<file path="src/rtl/regfile_dump.sv">
// regfile_dump: sequential read-out of a 32 x N-bit register file onto a
// valid/ready stream, one index/data beat per register.
//
// Optional feature macro: REGDUMP_SKIP_XZR_EN
//   defined   -> X31 (XZR) is skipped, beats idx 0..30
//   undefined -> all 32 registers are dumped, beats idx 0..31
//
// Ports:
//   clk        clock, rising edge
//   reset      synchronous active-high reset
//   start      dump request, accepted only in IDLE
//   ra         read address to the register file read port
//   rd         combinational read data for ra
//   busy       dump in progress (READ/SEND)
//   done       one-cycle pulse after the last beat handshakes
//   out_valid  beat available
//   out_ready  consumer accepts beat
//   out_idx    register number of the current beat
//   out_data   register contents of the current beat
module regfile_dump #(
  parameter int unsigned N = 64
) (
  input  logic             clk,
  input  logic             reset,
  input  logic             start,
  output logic [4:0]       ra,
  input  logic [N-1:0]     rd,
  output logic             busy,
  output logic             done,
  output logic             out_valid,
  input  logic             out_ready,
  output logic [4:0]       out_idx,
  output logic [N-1:0]     out_data
);

  localparam int unsigned IW = 5;
`ifdef REGDUMP_SKIP_XZR_EN
  localparam logic [IW-1:0] LAST = IW'(30);
`else
  localparam logic [IW-1:0] LAST = IW'(31);
`endif

  typedef enum logic [1:0] {
    IDLE = 2'd0,
    READ = 2'd1,
    SEND = 2'd2,
    FIN  = 2'd3
  } state_t;

  state_t          state, state_n;
  logic [IW-1:0]   idx, idx_n;
  logic [IW-1:0]   ra_n;
  logic            busy_n, done_n, out_valid_n;
  logic [IW-1:0]   out_idx_n;
  logic [N-1:0]    out_data_n;

  // State and registered outputs
  always_ff @(posedge clk) begin
    if (reset) begin
      state     <= IDLE;
      idx       <= '0;
      ra        <= '0;
      busy      <= 1'b0;
      done      <= 1'b0;
      out_valid <= 1'b0;
      out_idx   <= '0;
      out_data  <= '0;
    end else begin
      state     <= state_n;
      idx       <= idx_n;
      ra        <= ra_n;
      busy      <= busy_n;
      done      <= done_n;
      out_valid <= out_valid_n;
      out_idx   <= out_idx_n;
      out_data  <= out_data_n;
    end
  end

  // Next state and next register values; ra is loaded one cycle ahead so it
  // equals idx throughout READ and is 0 in IDLE/FIN.
  always_comb begin
    state_n     = state;
    idx_n       = idx;
    ra_n        = ra;
    busy_n      = busy;
    done_n      = 1'b0;
    out_valid_n = out_valid;
    out_idx_n   = out_idx;
    out_data_n  = out_data;

    case (state)
      IDLE: begin
        ra_n = '0;
        if (start) begin
          state_n = READ;
          idx_n   = '0;
          busy_n  = 1'b1;
        end
      end

      READ: begin
        // rd is only ever captured here, so the stream is fully registered
        out_data_n  = rd;
        out_idx_n   = idx;
        out_valid_n = 1'b1;
        state_n     = SEND;
      end

      SEND: begin
        if (out_valid && out_ready) begin
          out_valid_n = 1'b0;
          if (idx == LAST) begin
            state_n = FIN;
            busy_n  = 1'b0;
            done_n  = 1'b1;
            ra_n    = '0;
          end else begin
            idx_n   = IW'(idx + 1'b1);
            ra_n    = IW'(idx + 1'b1);
            state_n = READ;
          end
        end
      end

      FIN: begin
        state_n = IDLE;
      end

      default: begin
        state_n = IDLE;
      end
    endcase
  end

endmodule

</file>
<file path="config.mk">
export PLATFORM = sky130hd
export DESIGN_NAME = regfile_dump
export DESIGN_NICKNAME = d
export VERILOG_FILES = /design/src/rtl/regfile_dump.sv
export SDC_FILE = /design/constraint.sdc
export NUM_CORES = 1
export LEC_CHECK = 0
export ABC_AREA = 0
export CORE_MARGIN = 2
export CORE_UTILIZATION = 40
export CTS_CLUSTER_SIZE = 25
export DETAILED_ROUTE_END_ITERATION = 12
export PLACE_DENSITY = 0.8
export SLEW_MARGIN = 25
export SYNTH_ARGS = -nofsm -noshare
export SYNTH_HDL_FRONTEND = slang
export SYNTH_SLANG_ARGS = --single-unit
</file>
<file path="constraint.sdc">
create_clock -name clk -period 4.2 [get_ports clk]
set_input_delay 0.42 -clock clk [delete_from_list [all_inputs] [get_ports clk]]
set_output_delay 0.42 -clock clk [all_outputs]
set_load 0.005 [all_outputs]
</file>
==> results of run 1 <==
==> final timing paths <==
path	startpoint	to	depth (start not counted)
worst max register to register	state[0]	out_data[29]	4
worst min-delay path	reset	out_idx[0]	2
worst min register to register	out_data[25]	out_data[25]	2
worst max-delay path	state[0]	out_data[29]	4
==> state kept, by name, indices dropped and copies added, names as in the netlist <==
signal and cells:
out_data 64, idx 5, out_idx 5, ra 5, state 2, busy 1
done 1, out_valid 1
==> report_power, final <==
part / internal, uW / switching, uW
Sequential: 831 / 22.9
Combinational: 137 / 99.4
Clock: 394 / 271
==> cells by family (layout without fill, tap and decap cells) <==
group	after synthesis	in the layout	synth area share [%]
buffers and inverters	33	166	6.107
DFF	84	84	54.00
xor gates and xnor gates	2	2	0.5626
AOI/OAI and AO/OA	92	92	15.75
muxes	2	2	0.8034
and+or+nand+nor	167	167	21.98
adders and majority gates	2	2	0.8034
==> stage by stage <==
stage / util, % / setup slack, ps / total power, uW
2_1_floorplan: - / 2448 / 968.3
3_3_place_gp: 59.26 / 2052 / 1103
3_5_place_dp: 59.26 / 1930 / 1110
4_1_cts: 62.29 / 1911 / 1770
5_1_grt: 62.29 / 1684 / 1826
6_report: 62.29 / 1965 / 1755
==> metal layers <==
metal	vias to the layer above	wire (um)	GRT usage, %
met1	1386	3569	23.24
li1	1500	-	-
met3	10	404	3.369
met2	91	4185	34.13
met5	-	0	0
met4	0	107	7.338
==> placed cells by master, fill, tap and decap left out, types with 3 or more instances in the layout <==
cell type and instances:
a21oi_1 75, buf_4 3, bufinv_16 3, clkbuf_8 9
clkdlybuf4s50_1 143, dfxtp_1 84, inv_1 3, nand2_1 144
nand3_1 4, nor2_1 5, o21ai_0 6
==> final cells by class <==
cell class	count	area share (%)
Clock buffer	11	2.758
Clock inverter	5	2.101
Inverter	3	0.2364
Multi-Input combinational cell	265	26.29
Sequential cell	84	35.30
Tap cell	102	2.679
Timing Repair Buffer	147	30.63
==> worst max-delay path, stage by stage, from the launching register on <==
cell and delay, ps:
dfxtp_1 590, nor2b_4 870, buf_4 420, nand2_1 110, a21oi_1 120
==> results.txt, run 1 <==
For the pin with the worst max-slew slack, the measured transition is 967.8 ps. Leaving out filler cells and counting taps, the final layout contains 617. The logs give 0 for the final count of negative-setup-slack endpoints and 447.3 MHz for the maximum frequency from static timing analysis. Count of cells resized by post-cts repair: 0. The tool flagged a number of max-cap violations equal to 0. The floorplan step defined a core boundary enclosing 7647 um2. The share of layout cells above drive strength 1 was 4.660%. Counting every instance in the synthesized netlist gives 382. Once detailed placement completed, the half-perimeter wirelength came to 5649 um. The total number of vias is 2,987. The run gives 3114 um2 as the netlist area before placement. After the first detailed-routing iteration, the DRC count stood at 105. The worst-path maximum fanout was 45. Final hold analysis gives a worst-case slack of 391.2 ps. In the synthesized netlist the dominant register cell turns out to be dfxtp_1. For this design, the CTS-stage hold fixing added 0 buffers. Arrival time at the worst endpoint: 2500 ps. The share of synthesized registers carrying an async set or reset works out to 0%. The tree built by TritonCTS fans out to 84 sinks. The biggest area contributor in the post-synthesis netlist is dfxtp_1. The critical path data required time is 4460 ps. Leading cell type by number of instances after synthesis: nand2_1.

For this run, the number of Yosys warnings is 0. The class of the tightest hold or removal check is primary input to flop. Clock skew after layout: 9.344 ps. The worst setup path is captured at a flop.

Synthesized area per cell: 8.152 um2. Area growth from synthesis to layout: 52.95%. The first global-routing pass estimated 13,080 um of wire. The run gives 0 as the total grt overflow. The run gives 0 ps as the setup total negative slack. TritonCTS built the clock tree.

The total DRC errors in the routed layout was 0. STA classifies the critical path startpoint as a flop. The first-pass detailed-route iteration total came out at 4.

The share of the synthesized area in the top cell type was 54.00%; the portion of the clock cycle consumed by the worst path in the final layout was 53.22%. Routability-driven placement finished with a final weighted congestion of 0.7526. Clock tree synthesis selected as its root buffer the cell clkbuf_8. Post-CTS timing repair inserted 0 buffers for setup.

The total power density per cell area was 368.4 nW/um2; the worst reg-to-reg setup slack was 1960 ps. No sink is reached through more buffers than the 2 on the longest clock path. The leakage power summed over all cells came out at 0.001686 uW. The number of placed instances with taps included came out at 601. The number of flops mapped to enable cells by yosys was 0; the clock-pin slew on the worst setup and hold paths was 80 ps. Subtracting the final worst setup slack from the clock period gives 2235 ps.

After synthesis, the most frequently instantiated cells are nand2_1 (144), dfxtp_1 (84), a21oi_1 (75). The number of antenna violations at the first check in global routing is 0. The tools report the number of nets in the final layout as 580. Setup repair after global routing left no endpoint under its margin. With fillers left out, the area of the finished cells amounts to 4763 um2. The number of buffers added on ports is 144.

The number of inserted diodes came out at 0. The number of global-route vias before repair is 2,780. The floorplan die area is 8507 um2. The final layout contains routed wiring with a total length of 8267 um.

The H-tree depth reported by CTS was 3. The filler cells instantiated in the layout total 670. By startpoint and endpoint, the worst setup path is classified as flop to flop. For the count of different cell masters after synthesis, the log shows 36.

The count of nets left with antenna violations once routing finished came out at 0. Once the floorplan was initialized, standard cells occupied 40.72% of the core. Clock latency on the worst-skew pair, taken at its later pin, is 340 ps. Number of hold violations in the final report: 0. The logs give 0.2015 mV for the peak supply drop and 145 for the total I/O pin count. Entering global routing, the biggest net connects 74 pins. Summing all multi-input logic gate instances after layout gives 1252 um2. Sorting the synthesized cells by area gives the leading types as dfxtp_1 (54%), nand2_1 (17%), a21oi_1 (12%). For this run, the total global-route usage over all layers was measured as 19.27%.

The number of slew-limit violations in the final report was 0; the total placed instance area was 4532 um2. The die height was 92.24 um; the headroom to the max-slew limit was 35.34%. The sequential standard cell area was 1682 um2; the number of clock buffers inserted by TritonCTS was 9. The die is 92.24 um wide.

Row generation in the floorplan step produced 32 rows. The net count after synthesis came out at 452. The flow ran to the end, and the final reports show no timing, DRC or antenna violations. The via density per instance is 4.841. After detailed routing, the average wire length per cell comes to 13.40 um. The register bit count reported by yosys was 84; the portion of the post-synthesis area used by sequential elements was 54.00%.
(Power assumes the default switching activity.)
==> inputs of run 2 (changes only) <==
Clock period 4.2 ns to 2.3 ns, I/O delays scaled along.
==> results.txt, run 2 (synthesized netlist as in run 1, its figures left out) <==
For the proportion of power drawn by combinational gates, the log shows 14.2% (+0.7 points). Clock-pin slew on the worst setup and hold paths: 80 ps (about the same). The cell-internal power came out at 2311 uW (+70%). Cell depth of the worst min-delay path: 2 (unchanged). The arrival time at the worst endpoint is 2180 ps (-320 ps), and the number of slew-limit violations in the final report is 0 (unchanged).

The die extent in x is 92.24 um (unchanged). The count of cells along the worst register-to-register path was 6 (+2). The final critical delay including setup and external delays is 1950 ps (-285.3 ps).

The run gives 7647 um2 (unchanged) as the core footprint. The share of layout cells above drive strength 1 works out to 5.416% (+0.76 points). The final instance count without filler cells was 619 (+0.32%).

The worst setup path is captured at a flop. The portion of total power attributed to sequential cells was 50.8% (+2.2 points). For the number of hold violations in the final report, the log shows 0 (unchanged). The tools report the total number of vias as 3,044 (+1.9%). The post-placement worst setup slack came out at 406.2 ps (-1523 ps). Startpoint of the worst-slack reg-to-reg timing path: idx[0].

Clock sink count: 84 (unchanged). Worst-path maximum fanout: 7 (-84%). The floorplan die area is 8507 um2 (unchanged), and the number of inserted diodes is 0 (unchanged). For the number of antenna violations at the first check in global routing, the log shows 0 (unchanged). The tightest min-delay check is of the primary input to flop type. Setup repair after global routing left no endpoint under its margin. The count of cells resized by post-cts repair is 0 (unchanged), and the maximum number of pins on one net before global-route repair is 70 (-5.4%). The via density per instance is 4.918 (+1.6%), and the number of nets in the final layout is 582 (+0.34%).

For the number of global-route vias before repair, the log shows 2,849 (+2.5%). The run gives 145 (unchanged) as the total I/O pin count. The fraction of power consumed by the clock network is 35.0% (-2.9 points), and the worst reg-to-reg setup slack is 350 ps (-1610 ps).

The tools report the number of post-CTS setup repair buffers as 0 (unchanged). The run gives 0.3193 mV (+58%) as the peak supply drop. The run gives 8413 um (+1.8%) as the total wire length.

The leakage power summed over all cells was 0.001683 uW (-0.13%). The hold-critical path endpoint was done. The logs give 0 (unchanged) for the total DRC errors in the routed layout and 0.8687 (+15%) for the weighted congestion reported at the end of routability-driven placement. The register with the most flip-flops in the final layout is out_data. Startpoint class of the critical path: a flop. The effective utilization at floorplan was 40.72% (unchanged); the number of clock buffers inserted by TritonCTS was 9 (unchanged). The run finished with clean final reports.

For the setup total negative slack, the log shows 0 ps (unchanged). The tools report the clock skew after layout as 8.009 ps (-1.336 ps). The maximum frequency from static timing analysis is 512.8 MHz (+15%), and the number of buffers added on ports is 144 (unchanged). Number of placed instances with taps included: 603 (+0.33%). The logs give 0 (unchanged) for the number of maximum-capacitance violations and 66.47% (+31 points) for the headroom to the max-slew limit. The total power density per cell area was 643.4 nW/um2 (+75%); the buffer depth of the longest clock path was 2 (unchanged). The run gives 160 (+52%) as the starting DRC count in detailed routing.

TritonCTS built the clock tree. The remaining antenna violation count after routing was 0 (unchanged); the critical path data required time was 2530 ps (-1930 ps). Class of the most critical setup path: flop to flop. The flip-flop count of the largest register, all copies and words added is 64 (unchanged). The half-perimeter wire length after placement was 5806 um (+2.8%); the detailed-route wire length per cell was 13.59 um (+1.4%).

The first-pass detailed-route iteration total is 5 (+1), and the total number of placement rows is 32 (unchanged). The number of buffers inserted for hold repair after clock tree synthesis is 0 (unchanged), and the global-route wire length before repair is 13,360 um (+2.1%). The tools report the final critical-path setup slack as 349.9 ps (-1615 ps).

The transition time at the pin with the least slew margin works out to 503.0 ps (-464.8 ps). The final count of negative-setup-slack endpoints came out at 0 (unchanged). Overall routing resource usage: 19.53% (+0.26 points).

The area growth from synthesis to layout was 53.11%. The post-layout utilization of the core was 62.35% (+0.065 points); the portion of the clock cycle consumed by the worst path in the final layout was 84.79% (+32 points). The proportion of total power due to net switching is 24.67% (+2.2 points).

Clock tree synthesis selected as its root buffer the cell clkbuf_8. In this run the critical register-to-register path is captured at idx[2]. Most common cell after layout, fill and taps aside: nand2_1. In the layout the commonest cells are nand2_1 (144), clkdlybuf4s50_1 (143), dfxtp_1 (84). The reported net switching power is 756.8 uW (+92%).

The later-pin clock latency in the skew report was 340 ps (about the same). The startpoint identified for the worst hold timing path is reset. The total grt overflow is 0 (unchanged), and the H-tree depth reported by CTS is 3 (unchanged). The die height came out at 92.24 um (unchanged).
==> run 2: metrics by stage <==
stage                     total power, uW  hold slack [ps]  cell area, um2
final                                3068            348.3            4768
after global routing                 3217            365.1            4768
after CTS                            3112            326.6            4768
after detailed placement             2030            445.7            4559
after global placement               2019            440.6            4559
after floorplan                      1768            366.0            3114
==> run 2: worst max-delay path, stage by stage, from the launching register on <==
cell     delay, ps
dfxtp_1        380
ha_1           270
and3_1         200
ha_1           210
and3b_1        380
nand3_2        120
mux2_4         300
==> run 2: worst max path at each step <==
stage,cells past startpoint,slack [ps],end,start
3_3_place_gp,6,460,idx[2],idx[0]
5_1_grt,6,300,idx[4],idx[0]
4_1_cts,6,390,idx[2],idx[0]
2_1_floorplan,7,550,idx[2],idx[0]
6_report,6,350,idx[2],idx[0]
3_5_place_dp,6,410,idx[2],idx[0]
==> run 2: power groups by stage <==
| stage | Sequential (uW) | Combinational (uW) | Clock, uW |
|---|---|---|---|
| floorplan | 1590 | 181 | 0 |
| global placement | 1590 | 430 | 0 |
| detailed placement | 1590 | 436 | 0 |
| CTS | 1560 | 439 | 1110 |
| global route | 1570 | 476 | 1170 |
| finish | 1560 | 435 | 1070 |
==> run 2: per-layer routing <==
layer	global-route usage, %	vias up	routed length, um
met5	0	-	0
met4	8.955	0	208
met3	3.944	20	392
met2	33.27	115	4181
met1	23.71	1401	3631
li1	-	1508	-
==> run 2: final cells by class <==
type / count / area [um2]
inverters: 3 / 11.26
fillers: 659 / 2879
clock buffers: 10 / 137.6
flip-flops and latches: 84 / 1682
well taps: 102 / 127.6
repair buffers: 149 / 1486
clock inverters: 6 / 71.32
multi-input cells: 265 / 1252
